## src/rtl/serial_subtractor_nbit.sv

```systemverilog
// -----------------------------------------------------------------------------
// serial_subtractor_nbit
//
// Bit-serial subtractor computing d = a - b - b_in over WIDTH clock cycles,
// LSB first. A single 1-bit subtract cell is reused every cycle. Its borrow is
// kept in a register between cycles.
//
// Handshake: start is accepted in IDLE or DONE. busy is high for exactly WIDTH
// cycles after the accept edge. done then pulses for one cycle, and at that
// point d / b_out / ovf hold the new result. The result registers change only
// on a completion edge.
//
// Ports
//   clk    in   rising-edge clock
//   rst_n  in   asynchronous active-low reset
//   start  in   operation request (ignored while busy)
//   a      in   [WIDTH-1:0] minuend, captured on accept
//   b      in   [WIDTH-1:0] subtrahend, captured on accept
//   b_in   in   borrow-in, captured on accept
//   busy   out  operation in progress (registered)
//   done   out  one-cycle completion pulse (registered)
//   d      out  [WIDTH-1:0] difference, held until next completion
//   b_out  out  final borrow (unsigned a < b + b_in)
//   ovf    out  signed two's-complement overflow of a - b - b_in
// -----------------------------------------------------------------------------
module serial_subtractor_nbit #(
    parameter int WIDTH = 8
) (
    input  logic             clk,
    input  logic             rst_n,
    input  logic             start,
    input  logic [WIDTH-1:0] a,
    input  logic [WIDTH-1:0] b,
    input  logic             b_in,
    output logic             busy,
    output logic             done,
    output logic [WIDTH-1:0] d,
    output logic             b_out,
    output logic             ovf
);

    localparam int CNT_W = $clog2(WIDTH + 1);
    localparam logic [CNT_W-1:0] CNT_LAST = CNT_W'(WIDTH - 1);

    typedef enum logic [1:0] {
        IDLE  = 2'd0,
        SHIFT = 2'd1,
        DONE  = 2'd2
    } state_t;

    // FSM
    state_t state_q, state_d;
    logic   busy_q, busy_d;
    logic   done_q, done_d;

    // Datapath
    logic [WIDTH-1:0] a_sh_q, a_sh_d;
    logic [WIDTH-1:0] b_sh_q, b_sh_d;
    logic [WIDTH-1:0] r_sh_q, r_sh_d;
    logic             br_q, br_d;
    logic [CNT_W-1:0] cnt_q, cnt_d;
    logic             a_msb_q, a_msb_d;
    logic             b_msb_q, b_msb_d;
    logic [WIDTH-1:0] d_q, d_d;
    logic             b_out_q, b_out_d;
    logic             ovf_q, ovf_d;

    // 1-bit subtract cell
    logic             x, y;
    logic             diff_bit;
    logic             br_next;
    logic [WIDTH-1:0] r_next;

    logic             accept;
    logic             last_bit;

    // DONE accepts start just like IDLE, so back-to-back operations skip IDLE.
    assign accept   = start && (state_q != SHIFT);
    assign last_bit = (state_q == SHIFT) && (cnt_q == CNT_LAST);

    assign x        = a_sh_q[0];
    assign y        = b_sh_q[0];
    assign diff_bit = x ^ y ^ br_q;
    assign br_next  = (~x & y) | (~(x ^ y) & br_q);
    // Difference bits enter at the MSB so that after WIDTH shifts the LSB
    // computed first has reached bit 0.
    assign r_next   = {diff_bit, r_sh_q[WIDTH-1:1]};

    // -------------------------------------------------------------------------
    // FSM: state register
    // -------------------------------------------------------------------------
    always_ff @(posedge clk or negedge rst_n) begin
        if (!rst_n) begin
            state_q <= IDLE;
            busy_q  <= 1'b0;
            done_q  <= 1'b0;
        end else begin
            state_q <= state_d;
            busy_q  <= busy_d;
            done_q  <= done_d;
        end
    end

    // -------------------------------------------------------------------------
    // FSM: next-state logic
    // -------------------------------------------------------------------------
    always_comb begin
        state_d = state_q;
        case (state_q)
            IDLE:    if (start) state_d = SHIFT;
            SHIFT:   if (last_bit) state_d = DONE;
            DONE:    state_d = start ? SHIFT : IDLE;
            default: state_d = IDLE;
        endcase
    end

    // -------------------------------------------------------------------------
    // FSM: outputs
    // -------------------------------------------------------------------------
    // busy/done are decoded from the next state and then registered. This
    // keeps them aligned with state_q and leaves no combinational path from
    // start to the outputs.
    always_comb begin
        busy_d = (state_d == SHIFT);
        done_d = (state_d == DONE);
    end

    // -------------------------------------------------------------------------
    // Datapath next-state
    // -------------------------------------------------------------------------
    always_comb begin
        a_sh_d  = a_sh_q;
        b_sh_d  = b_sh_q;
        r_sh_d  = r_sh_q;
        br_d    = br_q;
        cnt_d   = cnt_q;
        a_msb_d = a_msb_q;
        b_msb_d = b_msb_q;
        d_d     = d_q;
        b_out_d = b_out_q;
        ovf_d   = ovf_q;

        if (accept) begin
            a_sh_d  = a;
            b_sh_d  = b;
            r_sh_d  = '0;
            br_d    = b_in;
            cnt_d   = '0;
            a_msb_d = a[WIDTH-1];
            b_msb_d = b[WIDTH-1];
        end else if (state_q == SHIFT) begin
            a_sh_d = {1'b0, a_sh_q[WIDTH-1:1]};
            b_sh_d = {1'b0, b_sh_q[WIDTH-1:1]};
            r_sh_d = r_next;
            br_d   = br_next;
            cnt_d  = cnt_q + CNT_W'(1);
            if (last_bit) begin
                d_d     = r_next;
                b_out_d = br_next;
                // Overflow is only possible when the operand signs differ.
                // It has occurred when the result sign differs from the
                // minuend sign.
                ovf_d   = (a_msb_q ^ b_msb_q) & (r_next[WIDTH-1] ^ a_msb_q);
            end
        end
    end

    // -------------------------------------------------------------------------
    // Datapath registers
    // -------------------------------------------------------------------------
    always_ff @(posedge clk or negedge rst_n) begin
        if (!rst_n) begin
            a_sh_q  <= '0;
            b_sh_q  <= '0;
            r_sh_q  <= '0;
            br_q    <= 1'b0;
            cnt_q   <= '0;
            a_msb_q <= 1'b0;
            b_msb_q <= 1'b0;
            d_q     <= '0;
            b_out_q <= 1'b0;
            ovf_q   <= 1'b0;
        end else begin
            a_sh_q  <= a_sh_d;
            b_sh_q  <= b_sh_d;
            r_sh_q  <= r_sh_d;
            br_q    <= br_d;
            cnt_q   <= cnt_d;
            a_msb_q <= a_msb_d;
            b_msb_q <= b_msb_d;
            d_q     <= d_d;
            b_out_q <= b_out_d;
            ovf_q   <= ovf_d;
        end
    end

    assign busy  = busy_q;
    assign done  = done_q;
    assign d     = d_q;
    assign b_out = b_out_q;
    assign ovf   = ovf_q;

endmodule
```

## config.mk

```make
export PLATFORM = sky130hd
export DESIGN_NAME = serial_subtractor_nbit
export DESIGN_NICKNAME = d
export VERILOG_FILES = /design/src/rtl/serial_subtractor_nbit.sv
export SDC_FILE = /design/constraint.sdc
export NUM_CORES = 1
export LEC_CHECK = 0
export ABC_AREA = 1
export CAP_MARGIN = 10
export CORE_ASPECT_RATIO = 1.75
export CORE_UTILIZATION = 52
export DETAILED_ROUTE_END_ITERATION = 8
export PLACE_DENSITY = 0.88
export SLEW_MARGIN = 10
export SYNTH_ARGS = -nofsm -noshare
export SYNTH_HDL_FRONTEND = slang
export SYNTH_SLANG_ARGS = --single-unit
export TNS_END_PERCENT = 1
```

## constraint.sdc

```tcl
create_clock -name clk -period 1.82 [get_ports clk]
set_input_delay 0.364 -clock clk [delete_from_list [all_inputs] [get_ports clk]]
set_output_delay 0.364 -clock clk [all_outputs]
set_load 0.05 [all_outputs]
```

After elaboration in Yosys (flattened, before gate mapping)
Cells that the tools add are included.
{"block": "classes", "n_addsub": 1, "n_bitwise": 11, "reduce_logical": 5, "n_eq_ne": 6, "n_mux": 14}
{"operator": "$mux W8", "n": 6}
{"operator": "$mux W4", "n": 2}
{"operator": "$pmux W2 S3", "n": 1}
{"operator": "$add A4 B1 Y4 const B", "n": 1}
{"operator": "$eq A2 B1 Y1 const B", "n": 2}
{"operator": "$eq A2 B2 Y1 const B", "n": 2}
{"operator": "$eq A4 B3 Y1 const B", "n": 1}
{"operator": "$mux W2", "n": 2}
{"operator": "$xor A1 B1 Y1", "n": 4}
{"operator": "$and A1 B1 Y1", "n": 3}
{"operator": "$mux W1", "n": 3}
{"operator": "$not A1 Y1", "n": 3}
{"operator": "$reduce_and A3 Y1", "n": 1}
{"operator": "$logic_and A1 B1 Y1", "n": 2}
{"operator": "$logic_not A2 Y1", "n": 1}
{"operator": "$ne A2 B1 Y1 const B", "n": 1}
{"operator": "$reduce_bool A2 Y1", "n": 1}
{"operator": "$or A1 B1 Y1", "n": 1}
{"block": "totals", "elab_cells": 50, "input_bits": 20, "out_inout_bits": 12, "register_bits": 45}

Longest topological paths before layout
Gate-level depths: netlist of the first run.
{"block": "logic_depth", "ltp_word": 6, "depth_mapped": 7, "depth_no_buf": 7}

Worst setup path before layout of the first run
Ideal clock, no wire load.
{"block": "synth_timing", "path_type": "register to register", "startpoint": "register a_sh_q[0]", "endpoint": "register ovf_q, in the netlist ovf", "period_less_slack_ns": 1.300, "n_path_buf": 0, "required_ns": 1.702, "t_arrival_ns": 1.182, "setup_time_ns": 0.118, "slack_ns": 0.520, "stages_incl_launch_ff": 7, "path_cell_list": "dfrtp_1 fa_1 inv_1 nand3_1 nand2_1 nand2_1 nand2_1"}
{"block": "synth_between", "elab_chain_len": 4}
{"item": "from (decl)", "line": "57", "rtl": "logic [WIDTH-1:0] a_sh_q, a_sh_d;"}
{"item": "from (signal assigned)", "line": "184", "rtl": "a_sh_q <= a_sh_d;"}
{"item": "$xor A1 B1 Y1 (2 in series)", "line": "83", "rtl": "assign diff_bit = x ^ y ^ br_q;"}
{"item": "net diff_bit", "line": "70", "rtl": "logic diff_bit;"}
{"item": "$xor A1 B1 Y1", "line": "163", "rtl": "ovf_d = (a_msb_q ^ b_msb_q) & (r_next[WIDTH-1] ^ a_msb_q);"}
{"item": "$and A1 B1 Y1", "line": "163"}
{"item": "to (signal assigned)", "line": "193", "rtl": "ovf_q <= ovf_d;"}
{"item": "to (decl)", "line": "66", "rtl": "logic ovf_q, ovf_d;"}
The timed path passes the listed nets, and every way through them passes these cells.
A chain may end at the register's enable or synchronous reset.

Worst setup path in the final report of the first run
{"block": "layout_timing", "startpoint": "register cnt_q[0]", "endpoint": "register ovf_q, in the netlist ovf"}
{"block": "layout_between", "elab_chain_len": 3}
{"item": "from (decl)", "line": "61", "rtl": "logic [CNT_W-1:0] cnt_q, cnt_d;"}
{"item": "from (signal assigned)", "line": "188", "rtl": "cnt_q <= cnt_d;"}
{"item": "$eq A4 B3 Y1", "line": "79", "rtl": "assign last_bit = (state_q == SHIFT) && (cnt_q == CNT_LAST);"}
{"item": "$logic_and A1 B1 Y1", "line": "79"}
{"item": "$reduce_and A3 Y1 (no source line)"}
Every way passes these cells.

==> insert_results.sql, run 1 <==
INSERT INTO impl_metrics (metric_group, metric, value, unit) VALUES
('setup_path', 'r2r_cells', '7', ''),
('cells_and_area', 'area_added_between_synthesis_and_finish', '21.0', '%'),
('setup_path', 'cp_data_arrival_time', '1.77', 'ns'),
('logic_synthesis', 'post_synth_num_cell_types', '21', ''),
('setup_path', 'cp_required', '2.02', 'ns'),
('timing', 'timing_worst_slew_pin_value', '0.520', 'ns'),
('setup_path', 'setup.worst_path.class', 'flop to flop', ''),
('clock_tree', 'cts.repair_timing.setup_buffer_count', '0', ''),
('timing', 'timing.final.crit_share', '86.2', '%'),
('cells_and_area', 'fin_cells', '282', ''),
('cells_and_area', 'layout-drive-gt1-share', '18.6', '%'),
('pwr', 'power_leakage', '0.00119', 'µW'),
('clock_tree', 'clock_sinks', '44', ''),
('placement', 'place.gp.congestion', '0.835', ''),
('global_route', 'track_usage', '24.3', '%'),
('logic_synthesis', 'synth.avg_cell_area', '9.73', 'µm²'),
('logic_synthesis', 'ys_seq_area_share', '56.6', '%'),
('routing', 'drtPass1Iterations', '4', ''),
('clock_tree', 'clock_tree.htree_level_count', '2', ''),
('run_status', 'outcome', 'complete, no violations', ''),
('setup_path', 'r2r-start', 'cnt_q[0]$_DFFE_PN0P_', ''),
('routing', 'routedWlPerCell', '14.3', 'µm'),
('setup_path', 'critical_path.endpoint_type', 'flop', ''),
('global_route', 'gr-total-overflow', '0', ''),
('logic_synthesis', 'synth_seq_cells', '44', ''),
('setup_path', 'max_fo_critical_path', '21', ''),
('timing', 'finalHoldViolations', '0', ''),
('clock_tree', 'tritoncts.num_buffers', '5', ''),
('cells_and_area', 'mostFrequentLayoutCells', '57 x nand2_1, 44 x dfrtp_1, 33 x nand3_1', ''),
('pwr', 'power-per-cell-area', '1860', 'nW/µm²'),
('global_route', 'antenna_violations_before_repair', '0', ''),
('routing', 'dr.first_iter.drc_count', '69', ''),
('setup_path', 'reg2reg_setup_slack', '0.25', 'ns'),
('timing', 'max_freq', '637', 'MHz'),
('clock_tree', 'ctsLongestPathBuffers', '2', ''),
('routing', 'ant_nets', '0', ''),
('worst_hold_path', 'hp-class', 'input port to async pin', ''),
('logic_synthesis', 'synth_nets', '222', ''),
('cells_and_area', 'postLayoutCellArea', '2360', 'µm²'),
('timing', 'setup_tns', '0', 'ns'),
('die', 'core_region_area', '3590', 'µm²'),
('cells_and_area', 'antenna-diode-count', '0', ''),
('placement', 'detailed_place_hpwl', '2640', 'µm'),
('placement', 'place.detailed.instances', '275', ''),
('setup_path', 'cp-start-kind', 'flop', ''),
('setup_path', 'worstReg2RegEnd', 'ovf$_DFFE_PN0P_', ''),
('timing', 'maxSlewHeadroom', '65.3', '%'),
('routing', 'num_vias', '1501', ''),
('routing', 'vias_per_cell', '5.32', ''),
('global_route', 'wire_length_of_the_first_global_routing_pass', '6820', 'µm'),
('timing', 'post-route-min-period', '1.57', 'ns'),
('routing', 'drt_wl_total', '4040', 'µm'),
('timing', 'finalSetupViolCount', '0', ''),
('logic_synthesis', 'syn_inst', '200', ''),
('die', 'die_area', '4000', 'µm²'),
('die', 'chipHeight', '82.9', 'µm'),
('cells_and_area', 'layout.cells.most_common', 'nand2_1', ''),
('clock_tree', 'clock_root_buffer', 'clkbuf_8', ''),
('cells_and_area', 'layout.nets', '258', ''),
('die', 'initial_core_util', '54.2', '%'),
('timing', 'grt_setup_unrepaired', 'false', ''),
('die', 'placement_rows', '29', ''),
('clock_tree', 'worstSkewPairLatency', '0.30', 'ns'),
('cells_and_area', 'final_core_util', '65.6', '%'),
('logic_synthesis', 'yosysWarnings', '0', ''),
('logic_synthesis', 'mappedNetlistArea', '1950', 'µm²'),
('timing', 'final_max_slew_viol_count', '0', ''),
('pwr', 'fin_total_pwr', '4390', 'µW'),
('clock_tree', 'tritoncts_clock_tree', 'built', ''),
('timing', 'fin_skew', '0.00535', 'ns'),
('run', 'number_of_max_cap_violations', '0', ''),
('pwr', 'power.ir.vdd_worst', '0.00110', 'V'),
('die', 'die_width', '48.3', 'µm'),
('placement', 'placedInstanceArea', '2230', 'µm²'),
('routing', 'drc_errors', '0', ''),
('global_route', 'first_global_vias', '1558', ''),
('placement', 'port_buffers', '31', ''),
('global_route', 'pin_count_of_the_biggest_net_entering_global_routing', '25', ''),
('clock_tree', 'cts.reportedPaths.clkPinSlew', '0.08', 'ns'),
('die', 'io_pins', '32', ''),
('clock_tree', 'ctsHoldBuffers', '0', '');
[routing by layer]
layer	track usage, %	vias up	part of all wire, %
met5	0	-	0
met4	13.1	0	4.9
met3	7.17	17	4.4
met2	39.8	58	56
met1	25.9	713	35
li1	-	713	-
[per-stage QoR]
step / setup WS [ns] / hold WS, ns
floorplan: 0.520 / 0.0684
global placement: 0.284 / 0.371
detailed placement: 0.229 / 0.373
CTS: 0.000866 / 0.0498
global route: 0.148 / 0.0652
finish: 0.251 / 0.0313
[worst max path at each step]
| stage | cells past startpoint | start | slack, ns | end |
|---|---|---|---|---|
| 3_3_place_gp | 7 | cnt_q[0]$_DFFE_PN0P_ | 0.28 | ovf$_DFFE_PN0P_ |
| 6_report | 7 | cnt_q[0]$_DFFE_PN0P_ | 0.25 | ovf$_DFFE_PN0P_ |
| 3_5_place_dp | 6 | start | 0.23 | cnt_q[2]$_DFFE_PN0P_ |
| 4_1_cts | 1 | d[5]$_DFFE_PN0P_ | 0.0009 | d[5] |
| 5_1_grt | 7 | cnt_q[0]$_DFFE_PN0P_ | 0.15 | ovf$_DFFE_PN0P_ |
| 2_1_floorplan | 6 | a_sh_q[0]$_DFFE_PN0P_ | 0.52 | ovf$_DFFE_PN0P_ |
[power by group]
part	internal (µW)	switching [µW]	total (µW)
registers	1390	232	1620
logic	620	1280	1900
clock network	540	325	865
total	2550	1840	4390
[sequential cells by signal, indices dropped and copies added (netlist names)]
register  cells
b_sh_q        8
state_q       2
a_sh_q        8
cnt_q         4
done          1
d             8
b_out         1
b_msb_q       1
a_msb_q       1
br_q          1
ovf           1
r_sh_q        7
busy          1
[synthesized netlist by cell type]
cell | instances | share of area [%]
nand3_1 | 33 | 8.5
fa_1 | 1 | 1.0
o22ai_1 | 9 | 2.9
o21ai_2 | 9 | 4.0
nand2_4 | 1 | 0.58
buf_6 | 6 | 3.5
nor2_2 | 1 | 0.32
nor2_4 | 2 | 1.2
nand4_2 | 1 | 0.64
nand2_2 | 2 | 0.64
a21oi_1 | 1 | 0.26
buf_12 | 2 | 2.1
dfrtp_1 | 44 | 57
nor2_1 | 1 | 0.19
inv_2 | 3 | 0.58
nand2_1 | 57 | 11
or2_1 | 1 | 0.32
inv_1 | 19 | 3.7
o21ai_0 | 5 | 1.3
clkbuf_1 | 1 | 0.19
ha_1 | 1 | 0.64
[logic make-up (layout without fill, tap and decap cells)]
| logic type | count (synthesis) | after routing | share of synthesized area (%) |
|---|---|---|---|
| AO/OA/AOI/OAI | 24 | 24 | 8.48 |
| buffers and inverters | 31 | 67 | 9.96 |
| adder cells (fa/ha/maj) | 2 | 2 | 1.67 |
| flip-flops | 44 | 44 | 56.6 |
| AND/OR/NAND/NOR | 99 | 99 | 23.3 |
[worst max-delay path, stage by stage (launching register included)]
cell and delay [ns]:
dfrtp_1 0.42, ha_1 0.24, nand2_1 0.11, nor2_2 0.06, nand2_2 0.33, inv_1 0.17, nand2_1 0.09, nand2_1 0.04
[layout make-up]
| type | instances | area (µm²) |
|---|---|---|
| multi-input combinational | 125 | 652 |
| timing repair buffer | 38 | 334 |
| fill | 268 | 1240 |
| clock buffer | 5 | 68.8 |
| sequential | 44 | 1100 |
| tap | 46 | 57.6 |
| clock inverter | 2 | 60.1 |
| inverter | 22 | 82.6 |
[repair_timing]
| action | 4_1_cts | 5_1_grt |
|---|---|---|
| setup endpoints to repair | 1 | 1 |
| pin swaps | 0 | 0 |
| resized for setup | 1 | 1 |
Power figures use the tool's default switching activity.
==> inputs of run 2 (changes only) <==
- CORE_UTILIZATION: 52 -> 56
- PLACE_DENSITY: 0.88 -> 0.93
- clock period: 1.82 -> 1.9 ns (I/O delays scaled with it)
==> run 2 against run 1 <==
Count of clock-buffer cells in the layout grew 1. Via count fell by 0.47%. Combinational power decreased by 5%. Final area decreased by 0.27%. Clock power is 20% lower. Utilization grew 4.3 points. Largest power group unchanged.
==> insert_results.sql, run 2 (same netlist as run 1, synthesis figures left out) <==
INSERT INTO impl_metrics (metric_group, metric, value, unit) VALUES
('setup_path', 'critical_path.endpoint_type', 'primary output', ''),
('setup_path', 'timing.critical_path.depth', '1', ''),
('cells_and_area', 'layout.nets', '256', ''),
('setup_path', 'r2r-start', 'cnt_q[0]$_DFFE_PN0P_', ''),
('global_route', 'antenna_violations_before_repair', '0', ''),
('timing', 'fin_worst_hold_slack', '0.0219', 'ns'),
('routing', 'route.met2.wl', '1920', 'µm'),
('timing', 'fin_worst_setup_slack', '0.0661', 'ns'),
('timing', 'grt_setup_unrepaired', 'false', ''),
('global_route', 'wire_length_of_the_first_global_routing_pass', '5840', 'µm'),
('global_route', 'first_global_vias', '1364', ''),
('global_route', 'pin_count_of_the_biggest_net_entering_global_routing', '26', ''),
('cells_and_area', 'antenna-diode-count', '0', ''),
('clock_tree', 'tritoncts.num_buffers', '5', ''),
('run_status', 'outcome', 'complete, no violations', ''),
('routing', 'routedWlPerCell', '12.9', 'µm'),
('die', 'chipHeight', '80', 'µm'),
('setup_path', 'cp-start-kind', 'flop', ''),
('clock_tree', 'clock_sinks', '44', ''),
('timing', 'finalHoldViolations', '0', ''),
('setup_path', 'crit_buf_inv', '1', ''),
('placement', 'place.gp.congestion', '0.795', ''),
('routing', 'drc_errors', '0', ''),
('timing', 'timing.final.crit_share', '96.5', '%'),
('setup_path', 'max_stage_delay', '0.81', 'ns'),
('die', 'io_pins', '32', ''),
('die', 'die_width', '46.6', 'µm'),
('cells_and_area', 'multi_input_gate_area', '652', 'µm²'),
('clock_tree', 'clock_tree.htree_level_count', '2', ''),
('die', 'die_area', '3730', 'µm²'),
('placement', 'dpl_worst_slack', '0.308', 'ns'),
('setup_path', 'cp_required', '1.52', 'ns'),
('routing', 'topRoutingLayerUsed', 'met4', ''),
('die', 'core_region_area', '3360', 'µm²'),
('cells_and_area', 'layout.area.seq', '1100', 'µm²'),
('setup_path', 'crit_chain', 'clkdlybuf4s50_1', ''),
('routing', 'met1_length', '1490', 'µm'),
('cells_and_area', 'layout-drive-gt1-share', '14.5', '%'),
('cells_and_area', 'area_added_between_synthesis_and_finish', '20.7', '%'),
('routing', 'drtPass1Iterations', '4', ''),
('clock_tree', 'ctsHoldBuffers', '0', ''),
('routing', 'drt_wl_total', '3620', 'µm'),
('clock_tree', 'cts.repair_timing.setup_buffer_count', '0', ''),
('clock_tree', 'tritoncts_clock_tree', 'built', ''),
('setup_path', 'cpMaxStageDelayCell', 'clkdlybuf4s50_1', ''),
('routing', 'met3_wirelength', '112', 'µm'),
('routing', 'vias_per_cell', '5.34', ''),
('setup_path', 'worstReg2RegEnd', 'd[7]$_DFFE_PN0P_', ''),
('timing', 'post-route-min-period', '1.83', 'ns'),
('cells_and_area', 'filler_cell_count', '253', ''),
('pwr', 'power.ir.vdd_worst', '0.000916', 'V'),
('placement', 'place.detailed.instances', '272', ''),
('setup_path', 'worst_path_dominant_cell_family', 'buffers and inverters', ''),
('setup_path', 'r2r_cells', '6', ''),
('routing', 'num_vias', '1494', ''),
('global_route', 'gr-total-overflow', '0', ''),
('timing', 'fin_skew', '0.00655', 'ns'),
('routing', 'dr.first_iter.drc_count', '53', ''),
('cells_and_area', 'layout.cells.most_common', 'nand2_1', ''),
('clock_tree', 'worstSkewPairLatency', '0.29', 'ns'),
('routing', 'ant_nets', '0', ''),
('placement', 'detailed_place_hpwl', '2540', 'µm'),
('cells_and_area', 'mostFrequentLayoutCells', '57 x nand2_1, 44 x dfrtp_1, 33 x nand3_1', ''),
('pwr', 'power-per-cell-area', '1730', 'nW/µm²'),
('clock_tree', 'cts_resized', '0', ''),
('timing', 'max_freq', '545', 'MHz'),
('setup_path', 'worstSetupEndpoint', 'd[7]', ''),
('cells_and_area', 'fin_cells', '280', ''),
('worst_hold_path', 'hp-class', 'input port to async pin', ''),
('pwr', 'power_leakage', '0.00115', 'µW'),
('setup_path', 'setup.worst_path.class', 'flop to primary output', ''),
('timing', 'timing_worst_slew_pin_value', '0.497', 'ns'),
('setup_path', 'max_fo_critical_path', '2', ''),
('timing', 'finalSetupViolCount', '0', ''),
('run', 'number_of_max_cap_violations', '0', ''),
('global_route', 'track_usage', '22.2', '%'),
('die', 'initial_core_util', '57.9', '%'),
('clock_tree', 'ctsLongestPathBuffers', '2', ''),
('placement', 'port_buffers', '31', ''),
('setup_path', 'reg2reg_setup_slack', '0.35', 'ns'),
('clock_tree', 'clock_root_buffer', 'clkbuf_8', ''),
('timing', 'maxSlewHeadroom', '66.7', '%'),
('clock_tree', 'cts.reportedPaths.clkPinSlew', '0.08', 'ns'),
('timing', 'setup_tns', '0', 'ns'),
('die', 'placement_rows', '28', ''),
('timing', 'final_max_slew_viol_count', '0', ''),
('setup_path', 'cp_data_arrival_time', '1.45', 'ns'),
('setup_path', 'crit_path_start', 'd[7]$_DFFE_PN0P_', '');
## run 2: cell count changes in the layout (fill, tap and decap cells not counted), sizes merged
cell           delta
bufinv            -1
clkdlybuf4s50    +10
dlygate4sd2       -1
clkinv            +1
dlymetal6s2s      -1
clkbuf            +1
buf              -10
## run 2: metrics by stage
| stage | power [µW] | utilization [%] | cell area [µm²] |
|---|---|---|---|
| global placement | 3300 | 66.7 | 2240 |
| finish | 4060 | 69.9 | 2350 |
| CTS | 4070 | 69.9 | 2350 |
| floorplan | 3010 | - | 1950 |
| global route | 4320 | 69.9 | 2350 |
| detailed placement | 3380 | 66.7 | 2240 |
## run 2: metal layers
layer,track usage (%),vias up
met5,0,-
met4,11.5,0
met3,5.66,12
met2,34.7,39
met1,27.0,730
li1,-,713
## run 2: how the worst min path moves through the flow
stage | end | slack (ns) | depth (start not counted)
4_1_cts | d[1]$_DFFE_PN0P_ | 0.03 | 1
3_3_place_gp | d[0]$_DFFE_PN0P_ | 0.35 | 1
6_report | r_sh_q[1]$_DFFE_PN0P_ | 0.02 | 1
2_1_floorplan | a_msb_q$_DFFE_PN0P_ | 0.08 | 0
5_1_grt | r_sh_q[1]$_DFFE_PN0P_ | 0.05 | 1
3_5_place_dp | d[1]$_DFFE_PN0P_ | 0.35 | 1
## run 2: power by group
part	switching (µW)	internal, µW
sequential	223	1330
combinational	1180	626
clock	305	390
total	1710	2350
## run 2: final cells by class
type	instances	area share, %
sequential	44	46.9
multi-input combinational	125	27.7
timing repair buffer	36	14.9
inverter	22	3.51
clock buffer	6	3.09
tap	45	2.40
clock inverter	2	1.49
## run 2: worst reg2reg max path: stages, from the launching register on
cell and delay (ns):
dfrtp_1 0.42, ha_1 0.20, nand2_1 0.08, nor2_2 0.16
nand2_2 0.27, buf_4 0.26, o21ai_2 0.11
==> inputs of run 3 (changes only) <==
- CTS_CLUSTER_SIZE: default -> 30
- RECOVER_POWER: default -> 50
==> run 3 against run 2 <==
Clock power barely moved. Fmax hardly changed. Largest power group unchanged. Count of clock-buffer cells in the layout unchanged.
==> insert_results.sql, run 3 (same netlist as run 1, synthesis figures left out) <==
INSERT INTO impl_metrics (metric_group, metric, value, unit) VALUES
('setup_path', 'cp_required', '1.52', 'ns'),
('timing', 'finalSetupViolCount', '0', ''),
('run', 'number_of_max_cap_violations', '0', ''),
('routing', 'vias_per_cell', '5.26', ''),
('routing', 'dr.first_iter.drc_count', '57', ''),
('clock_tree', 'cts.reportedPaths.clkPinSlew', '0.08', 'ns'),
('routing', 'drt_wl_total', '3600', 'µm'),
('cells_and_area', 'layout.cells.most_common', 'nand2_1', ''),
('setup_path', 'reg2reg_setup_slack', '0.21', 'ns'),
('placement', 'detailed_place_hpwl', '2540', 'µm'),
('cells_and_area', 'mostFrequentLayoutCells', '59 x nand2_1, 44 x dfrtp_1, 33 x nand3_1', ''),
('pwr', 'power_leakage', '0.00113', 'µW'),
('cells_and_area', 'filler_cell_count', '256', ''),
('global_route', 'wire_length_of_the_first_global_routing_pass', '5840', 'µm'),
('routing', 'routedWlPerCell', '12.9', 'µm'),
('cells_and_area', 'fin_cells', '280', ''),
('die', 'initial_core_util', '57.9', '%'),
('global_route', 'gr-total-overflow', '0', ''),
('pwr', 'switchingPower', '1690', 'µW'),
('pwr', 'seq_power_share', '38.6', '%'),
('timing', 'grt_setup_unrepaired', 'false', ''),
('setup_path', 'worst_path_dominant_cell_family', 'buffers and inverters', ''),
('pwr', 'netSwitchingFraction', '42.0', '%'),
('routing', 'drtPass1Iterations', '4', ''),
('cells_and_area', 'layout.nets', '256', ''),
('setup_path', 'cpMaxStageDelayCell', 'clkdlybuf4s50_1', ''),
('timing', 'post-route-min-period', '1.83', 'ns'),
('placement', 'port_buffers', '31', ''),
('die', 'die_width', '46.6', 'µm'),
('placement', 'place.gp.congestion', '0.795', ''),
('pwr', 'share_comb_of_total_power', '44.2', '%'),
('timing', 'timing.final.crit_share', '96.5', '%'),
('timing', 'timing_worst_slew_pin_value', '1.01', 'ns'),
('pwr', 'power.ir.vdd_worst', '0.000911', 'V'),
('clock_tree', 'cts_resized', '0', ''),
('setup_path', 'critical_path.endpoint_type', 'primary output', ''),
('clock_tree', 'tritoncts.num_buffers', '5', ''),
('pwr', 'power-per-cell-area', '1740', 'nW/µm²'),
('setup_path', 'crit_chain', 'clkdlybuf4s50_1', ''),
('clock_tree', 'clock_sinks', '44', ''),
('setup_path', 'cp-start-kind', 'flop', ''),
('die', 'io_pins', '32', ''),
('timing', 'finalHoldViolations', '0', ''),
('cells_and_area', 'antenna-diode-count', '0', ''),
('timing', 'final_max_slew_viol_count', '0', ''),
('clock_tree', 'clock_root_buffer', 'clkbuf_8', ''),
('clock_tree', 'clock_tree.htree_level_count', '2', ''),
('cells_and_area', 'area_added_between_synthesis_and_finish', '19.3', '%'),
('setup_path', 'crit_buf_inv', '1', ''),
('global_route', 'track_usage', '22.2', '%'),
('timing', 'max_freq', '545', 'MHz'),
('global_route', 'pin_count_of_the_biggest_net_entering_global_routing', '26', ''),
('timing', 'maxSlewHeadroom', '32.4', '%'),
('clock_tree', 'worstSkewPairLatency', '0.29', 'ns'),
('run_status', 'outcome', 'complete, no violations', ''),
('die', 'die_area', '3730', 'µm²'),
('clock_tree', 'ctsHoldBuffers', '0', ''),
('setup_path', 'cp_data_arrival_time', '1.45', 'ns'),
('worst_hold_path', 'hp-class', 'input port to async pin', ''),
('clock_tree', 'tritoncts_clock_tree', 'built', ''),
('routing', 'drc_errors', '0', ''),
('die', 'core_region_area', '3360', 'µm²'),
('routing', 'num_vias', '1473', ''),
('global_route', 'first_global_vias', '1364', ''),
('die', 'placement_rows', '28', ''),
('placement', 'place.detailed.instances', '272', ''),
('setup_path', 'max_fo_critical_path', '2', ''),
('cells_and_area', 'layout-drive-gt1-share', '13.2', '%'),
('clock_tree', 'ctsLongestPathBuffers', '2', ''),
('timing', 'fin_skew', '0.00569', 'ns'),
('die', 'chipHeight', '80', 'µm'),
('clock_tree', 'cts.repair_timing.setup_buffer_count', '0', ''),
('routing', 'ant_nets', '0', ''),
('timing', 'setup_tns', '0', 'ns'),
('setup_path', 'setup.worst_path.class', 'flop to primary output', ''),
('pwr', 'clkPwrFrac', '17.2', '%'),
('setup_path', 'max_stage_delay', '0.81', 'ns'),
('global_route', 'antenna_violations_before_repair', '0', ''),
('pwr', 'internal_power', '2340', 'µW');
run 3: worst paths after layout:
kind / from / endpoint / depth (start not counted)
min reg2reg: d[2]$_DFFE_PN0P_ / d[2]$_DFFE_PN0P_ / 2
max reg2reg: state_q[1]$_DFF_PN0_ / b_sh_q[6]$_DFFE_PN0P_ / 6
min in group clk: d[2]$_DFFE_PN0P_ / d[2]$_DFFE_PN0P_ / 2
min: rst_n / r_sh_q[1]$_DFFE_PN0P_ / 1
max in group asynchronous: rst_n / a_msb_q$_DFFE_PN0P_ / 2
max: d[7]$_DFFE_PN0P_ / d[7] / 1
run 3: power by group through the flow:
stage | Clock (µW) | Combinational (µW) | Sequential, µW
floorplan | 0 | 1090 | 1920
global placement | 0 | 1750 | 1550
detailed placement | 0 | 1810 | 1570
CTS | 702 | 1810 | 1560
global route | 753 | 1960 | 1590
finish | 695 | 1780 | 1560
run 3: final cells by class:
type	instances	area (µm²)	area share (%)
repair buffers	36	334	14.4
clock inverters	2	35.0	1.51
inverters	22	82.6	3.55
clock buffers	6	72.6	3.12
well taps	45	56.3	2.42
flip-flops and latches	44	1100	47.4
multi-input cells	125	642	27.6
run 3: metal layers:
layer	vias to the layer above	track usage (%)	share of wire, %
met5	-	0	0
met4	0	11.5	2.8
met3	9	5.66	3.1
met2	39	34.7	54
met1	715	27.0	40
li1	710	-	-
run 3: per-stage QoR:
| step | utilization (%) | hold slack [ns] | setup slack, ns | area [µm²] | total power (µW) |
|---|---|---|---|---|---|
| finish | 69.1 | 0.231 | 0.0666 | 2320 | 4030 |
| global route | 69.1 | 0.312 | 0.0190 | 2320 | 4310 |
| CTS | 69.9 | 0.0349 | 0.0548 | 2350 | 4070 |
| detailed placement | 66.7 | 0.351 | 0.308 | 2240 | 3380 |
| global placement | 66.7 | 0.354 | 0.360 | 2240 | 3300 |
| floorplan | - | 0.0844 | 0.600 | 1950 | 3010 |
==> edit 1: new RTL, settings of run 3 <==
Encoding of `state_t`: now one-hot (3 bits for 3 states).
--- a/src/rtl/serial_subtractor_nbit.sv
+++ b/src/rtl/serial_subtractor_nbit.sv
@@ -42,10 +42,10 @@
     localparam int CNT_W = $clog2(WIDTH + 1);
     localparam logic [CNT_W-1:0] CNT_LAST = CNT_W'(WIDTH - 1);
 
-    typedef enum logic [1:0] {
-        IDLE  = 2'd0,
-        SHIFT = 2'd1,
-        DONE  = 2'd2
+    typedef enum logic [2:0] {
+        IDLE  = 3'b001,
+        SHIFT = 3'b010,
+        DONE  = 3'b100
     } state_t;
 
     // FSM
Formal check against the unedited RTL: no difference found for any inputs over 10 cycles, from zero or initial values and one cycle with rst_n low; not proved beyond that.
==> edit 1 against run 3 <==
Wire length increased by 0.28%. Synthesized cell count grew 4.0%. Synthesized area about the same. Worst setup slack worse by 0.0042 ns. Largest cell class unchanged. Count of clock-buffer cells in the layout rose by 1. Die area is essentially flat. Sequential cell count is 1 higher. Cell area increased by 2.4%.
Power is not compared: it rests on default switching activity, and its combinational part moved more than twofold at a synthesized area within 25%.
==> edit 1: results (changes against run 3) <==
synthesis:
  synthTopCellsByArea: "dfrtp_1 (57%), nand3_1 (12%), nand2_1 (10%)"
  synthAdderAreaFrac_pct: 1.670  # about the same
  synth_compound_area_share_pct: 7.065  # -1.4 points
  synth_top_area_share_pct: 56.52  # about the same
  synth.net_count: 230  # +3.6%
  seq_area_frac_synth_pct: 57.87  # +1.3 points
  synth_cell_types: 24  # +14%
  yosys-top-cells-count: "nand2_1 (52), nand3_1 (48), dfrtp_1 (44)"
placement:
  dpl.hpwl_mm: 2.650  # +4.4%
  place.gp.congestion: 0.7930  # -0.30%
  place_area_um2: 2292  # +2.2%
cells_and_area:
  fillers: 262  # +2.3%
  drive_above_1_share_pct: 11.62  # -1.6 points
  finalNetCount: 262  # +2.3%
global_route:
  grt.total_usage_pct: 22.85  # +0.65 points
  grt_max_degree: 33  # +27%
  grt_pass1_wl_mm: 6.009  # +2.8%
outcome:
  outcome: "finished clean"
critical_path:
  reg2reg_from: "cnt_q[0]$_DFFE_PN0P_"
  r2r_slack_ns: 0.41  # +0.20 ns
  timing.rr.end: "busy$_DFF_PN0_"
route:
  avgViaCountPerCell: 5.395  # +2.6%
  drt_iter0_drc: 47  # -18%
  wire_per_inst_um: 12.62  # -1.8%
timing:
  tightest_slew_ns: 1.033  # +0.01927 ns
  skew_ns: 0.002718  # -0.002972 ns
==> edit 1: changes by cell type in the layout (fill, tap and decap cells not counted), sizes merged, moves of 2 or more <==
cell / run 3 / this run
buf: 6 / 3
inv: 22 / 19
nand2: 60 / 54
nand3: 33 / 49
nor2: 4 / 9
o21ai: 14 / 11
o22ai: 9 / 7
==> edit 1: layout make-up <==
cell class | count | area [um2] | area share [%]
clock inverters | 1 | 30.03 | 1.262
repair buffers | 34 | 321.6 | 13.51
inverters | 19 | 73.82 | 3.102
multi-input cells | 135 | 684.4 | 28.76
flip-flops and latches | 45 | 1127 | 47.37
clock buffers | 7 | 86.33 | 3.628
well taps | 45 | 56.30 | 2.366
==> edit 1: kinds of logic after synthesis <==
family	after synthesis
DFF	45
and+or+nand+nor	114
adders and majority gates	2
buffers and inverters	28
AOI/OAI and AO/OA	19
==> edit 1: metal layers <==
| layer | wire [um] | vias to the layer above | track usage [%] | share of wire [%] |
|---|---|---|---|---|
| met5 | 0 | - | 0 | 0 |
| met4 | 153 | 0 | 13.53 | 4.2 |
| met3 | 134 | 13 | 6.335 | 3.7 |
| met2 | 1940 | 47 | 37.50 | 54 |
| met1 | 1381 | 742 | 24.62 | 38 |
| li1 | - | 741 | - | - |
==> edit 1: per-stage QoR <==
stage | power [W] | hold WS [ns] | worst slack, ns | std cells | util (%)
6_report | 0.002677 | 0.2405 | 0.06240 | 286 | 70.76
5_1_grt | 0.002841 | 0.3257 | 0.006259 | 286 | 70.76
4_1_cts | 0.002712 | 0.03450 | 0.04673 | 286 | 71.61
3_5_place_dp | 0.001982 | 0.3572 | 0.3269 | 278 | 68.15
3_3_place_gp | 0.001942 | 0.3531 | 0.3407 | 278 | 68.15
2_1_floorplan | 0.001774 | 0.08441 | 0.5895 | 208 | -
==> edit 1: report_power, final <==
| part | internal (W) | total, W | leakage (nW) | switching (W) |
|---|---|---|---|---|
| registers | 0.00116 | 0.00129 | 0.540 | 0.000132 |
| logic | 0.000240 | 0.000656 | 0.535 | 0.000415 |
| clock network | 0.000428 | 0.000727 | 0.0585 | 0.000299 |
==> edit 1: worst max path at each step <==
stage,slack (ns),endpoint,from,depth (start not counted)
detailed placement,0.33,cnt_q[2]$_DFFE_PN0P_,start,6
global route,0.006,b_out,b_out$_DFFE_PN0P_,1
finish,0.06,d[0],d[0]$_DFFE_PN0P_,1
CTS,0.05,d[3],d[3]$_DFFE_PN0P_,1
floorplan,0.59,ovf$_DFFE_PN0P_,a_sh_q[0]$_DFFE_PN0P_,6
global placement,0.34,cnt_q[2]$_DFFE_PN0P_,start,6
==> edit 2: new RTL, config.mk and constraints of run 3 <==
Made on the original files. Set the parameter `WIDTH` to 16 (it was 8).
--- a/src/rtl/serial_subtractor_nbit.sv
+++ b/src/rtl/serial_subtractor_nbit.sv
@@ -24,7 +24,7 @@
 //   ovf    out  signed two's-complement overflow of a - b - b_in
 // -----------------------------------------------------------------------------
 module serial_subtractor_nbit #(
-    parameter int WIDTH = 8
+    parameter int WIDTH = 16
 ) (
     input  logic             clk,
     input  logic             rst_n,
Ports: changed (resized a, b and d); port bits go from 32 to 56. No check against the original RTL was run, so the function may have changed too.
==> edit 2 against run 3 <==
Worst setup slack better by 0.20 ns. Synthesized area increased by 68%. Total power rose by 71%. Die area increased by 66%. Wire length grew 92%. Final cell count up 71%. Hold slack improved by 0.26 ns. First-iteration DRC count rose by 140%. Sequential cell count grew 33. Utilization increased by 4.1 points. Critical path type unchanged. Cell area increased by 76%. Non-clock buffer count up 29.
==> edit 2: results (changes against run 3) <==
cells_and_area:
  seq_share_pct: 47.14  # -0.25 points
  finalNetCount: 437  # +71%
  clkCellAreaFrac_pct: 5.112  # +0.48 points
  nMultiInputCombCells: 215  # +72%
  clkbuf_count: 10  # +4
  nNonClkInverters: 30  # +36%
  buf_share_pct: 15.55  # +1.2 points
  n_all_buffers: 65  # +81%
  multi_input_area_um2: 1101  # +72%
  fillers: 429  # +68%
clocking:
  cts_made_buffers: 9  # +4
  clk_latency_ns: 0.36  # +0.07 ns
  cts_sinks: 77  # +75%
  htreeDepth: 3  # +1
placement:
  place.gp.congestion: 0.8717  # +9.6%
  dpl.hpwl_mm: 4.924  # +94%
  place_area_um2: 3871  # +73%
  preCtsSetupSlack_ns: 0.1941  # -0.1138 ns
  io_buffers: 55  # +77%
timing:
  timing.hold.ws_ns: 0.4891  # +0.2583 ns
  tightest_slew_ns: 0.8335  # -0.1803 ns
power_and_ir_drop:
  ir_drop_mv: 0.9218  # +1.2%
  leakage_nw: 2.013  # +77%
  sequentialPowerShare_pct: 39.1  # +0.5 points
  power_clock_w: 0.00128  # +84%
  p_sw_w: 0.002934  # +73%
synthesis:
  synth_cell_types: 24  # +14%
  synth.net_count: 379  # +71%
  synthTopCellsByArea: "dfrtp_1 (59%), nand2_1 (9.6%), nand3_1 (8.3%)"
  synth_compound_area_share_pct: 7.107  # -1.4 points
  synthAdderAreaFrac_pct: 1.376  # -0.30 points
  yosys-top-cells-count: "nand2_1 (84), dfrtp_1 (77), nand3_1 (54)"
  seq_area_frac_synth_pct: 58.85  # +2.3 points
global_route:
  grt.total_usage_pct: 26.45  # +4.2 points
  grt_max_degree: 47  # +81%
critical_path:
  crit_end: "ovf"
  reg2reg_depth: 8  # +2
  reg2reg_from: "cnt_q[0]$_DFFE_PN0P_"
  timing.rr.end: "d[11]$_DFFE_PN0P_"
  arrival_ns: 1.26  # -0.19 ns
outcome:
  outcome: "finished clean"
route:
  drt_iter0_drc: 136  # +140%
  wl_mm: 6.921  # +92%
  avgViaCountPerCell: 5.441  # +3.4%
hold_path:
  hold_class: "register to register"
[edit 2: stage by stage]
step                      instances  utilization [%]
after floorplan                 340                -
after global placement          462            69.31
after detailed placement        462            69.31
after CTS                       479            73.03
after global routing            479            73.19
final                           479            73.19
[edit 2: per-layer routing]
metal	GRT usage, %	up-vias	routed length [um]
met1	29.07	1256	2529
li1	-	1232	-
met4	14.13	0	216
met2	46.50	100	3829
met3	5.521	18	344
met5	0	-	0
[edit 2: worst register-to-register path, stage by stage (launching register included)]
cell	delay (ns)
dfrtp_1	0.40
ha_1	0.18
nand2_1	0.07
nor2_1	0.12
ha_1	0.24
nand2_2	0.09
buf_12	0.19
nand2_1	0.07
o21ai_1	0.06
[edit 2: timing repair]
action / 4_1_cts / 5_1_grt
endpoints found under the hold margin: 31 / 0
endpoints found under the setup margin: 9 / 6
gates resized for setup: 9 / 6
hold buffers: 1 / 0
